`config.mk`:
```
export PLATFORM = sky130hd
export DESIGN_NAME = ps2_keyboard_rx
export DESIGN_NICKNAME = d
export VERILOG_FILES = /design/src/rtl/ps2_keyboard_rx.sv
export SDC_FILE = /design/constraint.sdc
export NUM_CORES = 1
export LEC_CHECK = 0
export BUFFER_PORTS_ARGS = -buffer_cell sky130_fd_sc_hd__buf_4
export CAP_MARGIN = 20
export CORE_ASPECT_RATIO = 2
export CORE_MARGIN = 4
export CORE_UTILIZATION = 60
export CTS_CLUSTER_DIAMETER = 80
export DETAILED_ROUTE_END_ITERATION = 16
export PLACE_DENSITY = 0.86
export SETUP_SLACK_MARGIN = 0.1
export SLEW_MARGIN = 10
export SYNTH_ARGS = -nofsm -noshare
export SYNTH_HDL_FRONTEND = slang
export SYNTH_SLANG_ARGS = --single-unit
```
`constraint.sdc`:
```
create_clock -name Clock -period 3.9 [get_ports Clock]
set_input_delay 0.78 -clock Clock [delete_from_list [all_inputs] [get_ports Clock]]
set_output_delay 0.78 -clock Clock [all_outputs]
set_load 0.005 [all_outputs]
```
`src/rtl/ps2_keyboard_rx.sv`:
```
// PS/2 keyboard receiver: synchronizes and de-glitches the pin signals, then
// deframes 11-bit frames into scan-code bytes with parity/stop/timeout checks.
module ps2_keyboard_rx #(
  parameter int unsigned FILTER_LEN     = 8,
  parameter int unsigned TIMEOUT_CYCLES = 50000
) (
  input  logic       Clock,
  input  logic       nReset,
  input  logic       PS2_CLK,
  input  logic       PS2_DAT,
  output logic [7:0] data,
  output logic       data_en,
  output logic       parity_err,
  output logic       frame_err
);

  localparam int unsigned FW = (FILTER_LEN > 2) ? $clog2(FILTER_LEN) : 1;
  localparam int unsigned TW = (TIMEOUT_CYCLES > 1) ? $clog2(TIMEOUT_CYCLES + 1) : 1;
  localparam logic [FW-1:0] FiltLast = FW'(FILTER_LEN - 1);
  localparam logic [TW-1:0] TmoLast  = TW'(TIMEOUT_CYCLES - 1);

  if (FILTER_LEN < 2) begin : g_bad_filter
    $error("FILTER_LEN must be at least 2");
  end
  if (TIMEOUT_CYCLES < 1) begin : g_bad_timeout
    $error("TIMEOUT_CYCLES must be at least 1");
  end

  typedef enum logic [0:0] {
    StIdle,
    StRecv
  } state_e;

  // Pin synchronizers
  logic clk_meta, clk_sync;
  logic dat_meta, dat_sync;

  always_ff @(posedge Clock or negedge nReset) begin
    if (!nReset) begin
      clk_meta <= 1'b1;
      clk_sync <= 1'b1;
      dat_meta <= 1'b1;
      dat_sync <= 1'b1;
    end else begin
      clk_meta <= PS2_CLK;
      clk_sync <= clk_meta;
      dat_meta <= PS2_DAT;
      dat_sync <= dat_meta;
    end
  end

  // Glitch filter: the filtered clock only follows a level held FILTER_LEN cycles
  logic [FW-1:0] filt_cnt;
  logic          clk_filt;
  logic          clk_filt_prev;
  logic          fall;

  always_ff @(posedge Clock or negedge nReset) begin
    if (!nReset) begin
      filt_cnt <= '0;
      clk_filt <= 1'b1;
    end else if (clk_sync != clk_filt) begin
      if (filt_cnt == FiltLast) begin
        clk_filt <= clk_sync;
        filt_cnt <= '0;
      end else begin
        filt_cnt <= filt_cnt + FW'(1);
      end
    end else begin
      filt_cnt <= '0;
    end
  end

  always_ff @(posedge Clock or negedge nReset) begin
    if (!nReset) begin
      clk_filt_prev <= 1'b1;
      fall          <= 1'b0;
    end else begin
      clk_filt_prev <= clk_filt;
      fall          <= clk_filt_prev & ~clk_filt;
    end
  end

  // Frame deserializer with registered result strobes
  state_e        state;
  logic [3:0]    bit_cnt;
  logic [TW-1:0] tmo_cnt;
  logic [7:0]    shift;
  logic          par_bit;

  always_ff @(posedge Clock or negedge nReset) begin
    if (!nReset) begin
      state      <= StIdle;
      bit_cnt    <= 4'd0;
      tmo_cnt    <= '0;
      shift      <= 8'h00;
      par_bit    <= 1'b0;
      data       <= 8'h00;
      data_en    <= 1'b0;
      parity_err <= 1'b0;
      frame_err  <= 1'b0;
    end else begin
      data_en    <= 1'b0;
      parity_err <= 1'b0;
      frame_err  <= 1'b0;
      case (state)
        StIdle: begin
          // A high bit on a fall is a false start and is silently ignored
          if (fall && !dat_sync) begin
            state   <= StRecv;
            bit_cnt <= 4'd1;
            tmo_cnt <= '0;
          end
        end
        StRecv: begin
          if (fall) begin
            tmo_cnt <= '0;
            if (bit_cnt <= 4'd8) begin
              shift   <= {dat_sync, shift[7:1]};
              bit_cnt <= bit_cnt + 4'd1;
            end else if (bit_cnt == 4'd9) begin
              par_bit <= dat_sync;
              bit_cnt <= 4'd10;
            end else begin
              state   <= StIdle;
              bit_cnt <= 4'd0;
              if (!dat_sync) begin
                frame_err <= 1'b1;
              end else if (!(^{shift, par_bit})) begin
                parity_err <= 1'b1;
              end else begin
                data    <= shift;
                data_en <= 1'b1;
              end
            end
          end else if (tmo_cnt == TmoLast) begin
            frame_err <= 1'b1;
            state     <= StIdle;
            bit_cnt   <= 4'd0;
            tmo_cnt   <= '0;
            shift     <= 8'h00;
          end else begin
            tmo_cnt <= tmo_cnt + TW'(1);
          end
        end
        default: state <= StIdle;
      endcase
    end
  end

endmodule
```
==> flow_metrics.env <==
export IMPL_r2r_cells=4
export IMPL_area_growth_pct=10.8
export IMPL_worstPathRequired_ns=4.09
export IMPL_path_clk_slew_ns=0.09
export IMPL_numPortBuffers=14
export IMPL_postCtsSetupBuffers=0
export IMPL_holdBufCountCts=0
export IMPL_insertion_delay_ns=0.30
export IMPL_htreeDepth=2
export IMPL_status="finished, final reports clean"
export IMPL_holdPathEnd="clk_sync"
export IMPL_reg2reg_to="data[7]"
export IMPL_grt_ovfl_total=0
export IMPL_antennaDiodeCount=0
export IMPL_vias=1815
export IMPL_fin_worst_skew_ns=0.00671
export IMPL_drv_slew=0
export IMPL_drive_gt1_share_pct=17.1
export IMPL_yosysMostFrequentCell="dfrtp_1"
export IMPL_hp_start="clk_meta"
export IMPL_yosysSeqAreaShare_pct=50.4
export IMPL_synth_fp_nets=239
export IMPL_synth_common_cells="dfrtp_1 (45), nand2_1 (19), inv_1 (14)"
export IMPL_hold_depth=0
export IMPL_clock_root_buffer="clkbuf_8"
export IMPL_grt_usage_pct=20.7
export IMPL_crit_fanout=9
export IMPL_seqCellArea_um2=1280
export IMPL_power_internal_uw=959
export IMPL_synthSimpleGateAreaFrac_pct=15.8
export IMPL_dpl_hpwl_mm=3.43
export IMPL_via_per_inst=6.11
export IMPL_rows=33
export IMPL_setup_tns_ns=0
export IMPL_maxCapViolations=0
export IMPL_pwr_share_seq_pct=50.2
export IMPL_synth_cell_types=46
export IMPL_ff2ff_setup_slack_ns=1.51
export IMPL_synth_top_cell_area_share_pct=44.2
export IMPL_final_min_clock_period_ns=2.39
export IMPL_timing_slew_headroom_pct=46.2
export IMPL_leakage_uw=0.00130
export IMPL_rsz0062_at_grt="no"
export IMPL_grt_max_degree=52
export IMPL_total_power_uw=1420
export IMPL_drtPass1Iterations=4
export IMPL_synth_mux_area_share_pct=10.4
export IMPL_clock_sinks=51
export IMPL_synth_compound_area_share_pct=11.5
export IMPL_die_x_um=54.1
export IMPL_vdd_ir_drop_max_v=0.000500
export IMPL_yosys_register_bits=51
export IMPL_netSwitchingPower_uw=466
export IMPL_end_kind="flip-flop"
export IMPL_worst_ep_arrival_time_ns=2.58
export IMPL_grt_pass1_wl_mm=8.39
export IMPL_num_io_pins=15
export IMPL_synth_edf_count=0
export IMPL_fmax_ghz=0.419
export IMPL_setup_viol=0
export IMPL_hold_viol=0
export IMPL_multi_input_area_um2=1180
export IMPL_final_nets=254
export IMPL_clk_path_buf_depth=2
export IMPL_ys_flop_type="dfrtp_1"
export IMPL_min_period_over_period_pct=61.2
export IMPL_start_util_pct=62.4
export IMPL_cts_made_buffers=5
export IMPL_drt_first_iter_violations=54
export IMPL_ys_top_cells_by_area="dfrtp_1 (44%), dfstp_2 (6.2%), mux2_4 (4.7%)"
export IMPL_gp_congestion=0.945
export IMPL_cp_start_kind="flip-flop"
export IMPL_hold_path_class="reg2reg"
export IMPL_drt_total_wl_mm=4.88
export IMPL_timing_rr_start="shift[7]"
export IMPL_dieArea_um2=5420
export IMPL_avgSynthCellArea_um2=11.1
export IMPL_p_sw_share_pct=32.7
export IMPL_yosys_area_top_type="dfrtp_1"
export IMPL_coreArea_um2=4090
export IMPL_cellPowerDensity_nw_per_um2=504
export IMPL_worstMarginPinSlew_ns=0.804
export IMPL_wire_per_inst_um=16.4
export IMPL_synth_cells=229
export IMPL_antenna_found_initial=0
export IMPL_syn_cell_area_um2=2550
export IMPL_synthArstFlopShare_pct=100
export IMPL_yosysWarnings=0
export IMPL_ant_nets=0
export IMPL_die_h_um=100
export IMPL_fillers=306
export IMPL_drc_errors=0
export IMPL_post_cts_resized=0
export IMPL_synth_xor_area_share_pct=5.60
export IMPL_worstSetupPathType="reg2reg"
export IMPL_combPwrFrac_pct=23.3
export IMPL_synth_top_family_by_area="simple AND/OR/NAND/NOR gates"
export IMPL_synthAdderAreaFrac_pct=2.95
export IMPL_pwr_share_clk_pct=26.5
export IMPL_cts_tree="yes"
export IMPL_grt_pass1_vias=1886
-- power groups by stage --
| stage | sequential, µW | combinational, µW | clock, µW |
|---|---|---|---|
| global placement | 717 | 315 | 0 |
| global route | 730 | 376 | 404 |
| floorplan | 674 | 275 | 0 |
| CTS | 713 | 333 | 382 |
| finish | 715 | 332 | 377 |
| detailed placement | 722 | 328 | 0 |
-- per-stage QoR --
step | area (µm²) | utilization (%) | hold slack, ns | setup slack [ns] | cells
2_1_floorplan | 2550 | - | 0.345 | 1.72 | 229
3_3_place_gp | 2700 | 66.1 | 0.346 | 1.55 | 288
3_5_place_dp | 2700 | 66.1 | 0.351 | 1.51 | 288
4_1_cts | 2820 | 68.9 | 0.364 | 1.51 | 296
5_1_grt | 2830 | 69.1 | 0.365 | 1.35 | 297
6_report | 2830 | 69.1 | 0.361 | 1.51 | 297
-- logic make-up after synthesis --
| family | count (synthesis) |
|---|---|
| buf+inv | 23 |
| mux | 21 |
| xor+xnor | 13 |
| simple gates | 73 |
| fa+ha+maj | 6 |
| compound gates | 42 |
| flops | 51 |
-- worst max-delay path, cell delays in order (launching register included) --
cell and delay, ns:
dfrtp_1 0.43, xor3_1 0.51, or4b_4 0.55, mux2i_4 0.43
mux2_4 0.35
-- layer usage --
layer  global-route usage (%)  part of all wire [%]  routed length, µm  vias up
li1                         -                     -                  -      856
met1                     23.1                    38               1840      893
met2                     36.4                    56               2720       53
met3                     3.12                   3.7                182       13
met4                     10.4                   2.7                131        0
met5                        0                     0                  0        -
-- sequential cells by signal (all words and copies together) (netlist names), 3 cells and up --
| signal | count |
|---|---|
| shift | 8 |
| data | 8 |
| tmo_cnt | 16 |
| bit_cnt | 4 |
| filt_cnt | 3 |
-- how the worst max path moves through the flow --
stage              from    endpoint  cells past startpoint
3_3_place_gp   shift[7]     data[6]                      4
2_1_floorplan  shift[7]     data[0]                      4
4_1_cts        shift[7]     data[7]                      4
5_1_grt            fall  bit_cnt[3]                      4
6_report       shift[7]     data[7]                      4
3_5_place_dp   shift[7]     data[7]                      4
-- cells in the final DEF (no fill, tap or decap), types with 2 or more instances in the layout --
cell	count
nor4_1	6
dfstp_2	6
xor2_1	7
inv_1	14
o211ai_1	5
dfrtp_1	45
mux2_4	8
o2111ai_1	3
a21oi_1	6
xnor2_1	4
and3_1	2
nand3_1	10
nand2_1	19
o21ai_0	5
and4_1	3
nand4_1	3
a31oi_1	2
clkbuf_8	6
o31a_1	3
buf_4	17
or3_1	4
nor2_1	8
a22o_1	8
or4_1	2
o21ai_1	5
and2_1	4
ha_1	6
nor2b_1	5
mux2i_1	10
-- layout make-up --
| class | instances | area share, % |
|---|---|---|
| clock buffers | 6 | 2.92 |
| clock inverters | 2 | 1.24 |
| repair buffers | 17 | 4.52 |
| flip-flops and latches | 51 | 45.4 |
| inverters | 14 | 1.86 |
| well taps | 52 | 2.30 |
| multi-input cells | 155 | 41.7 |
(Power assumes the default switching activity.)
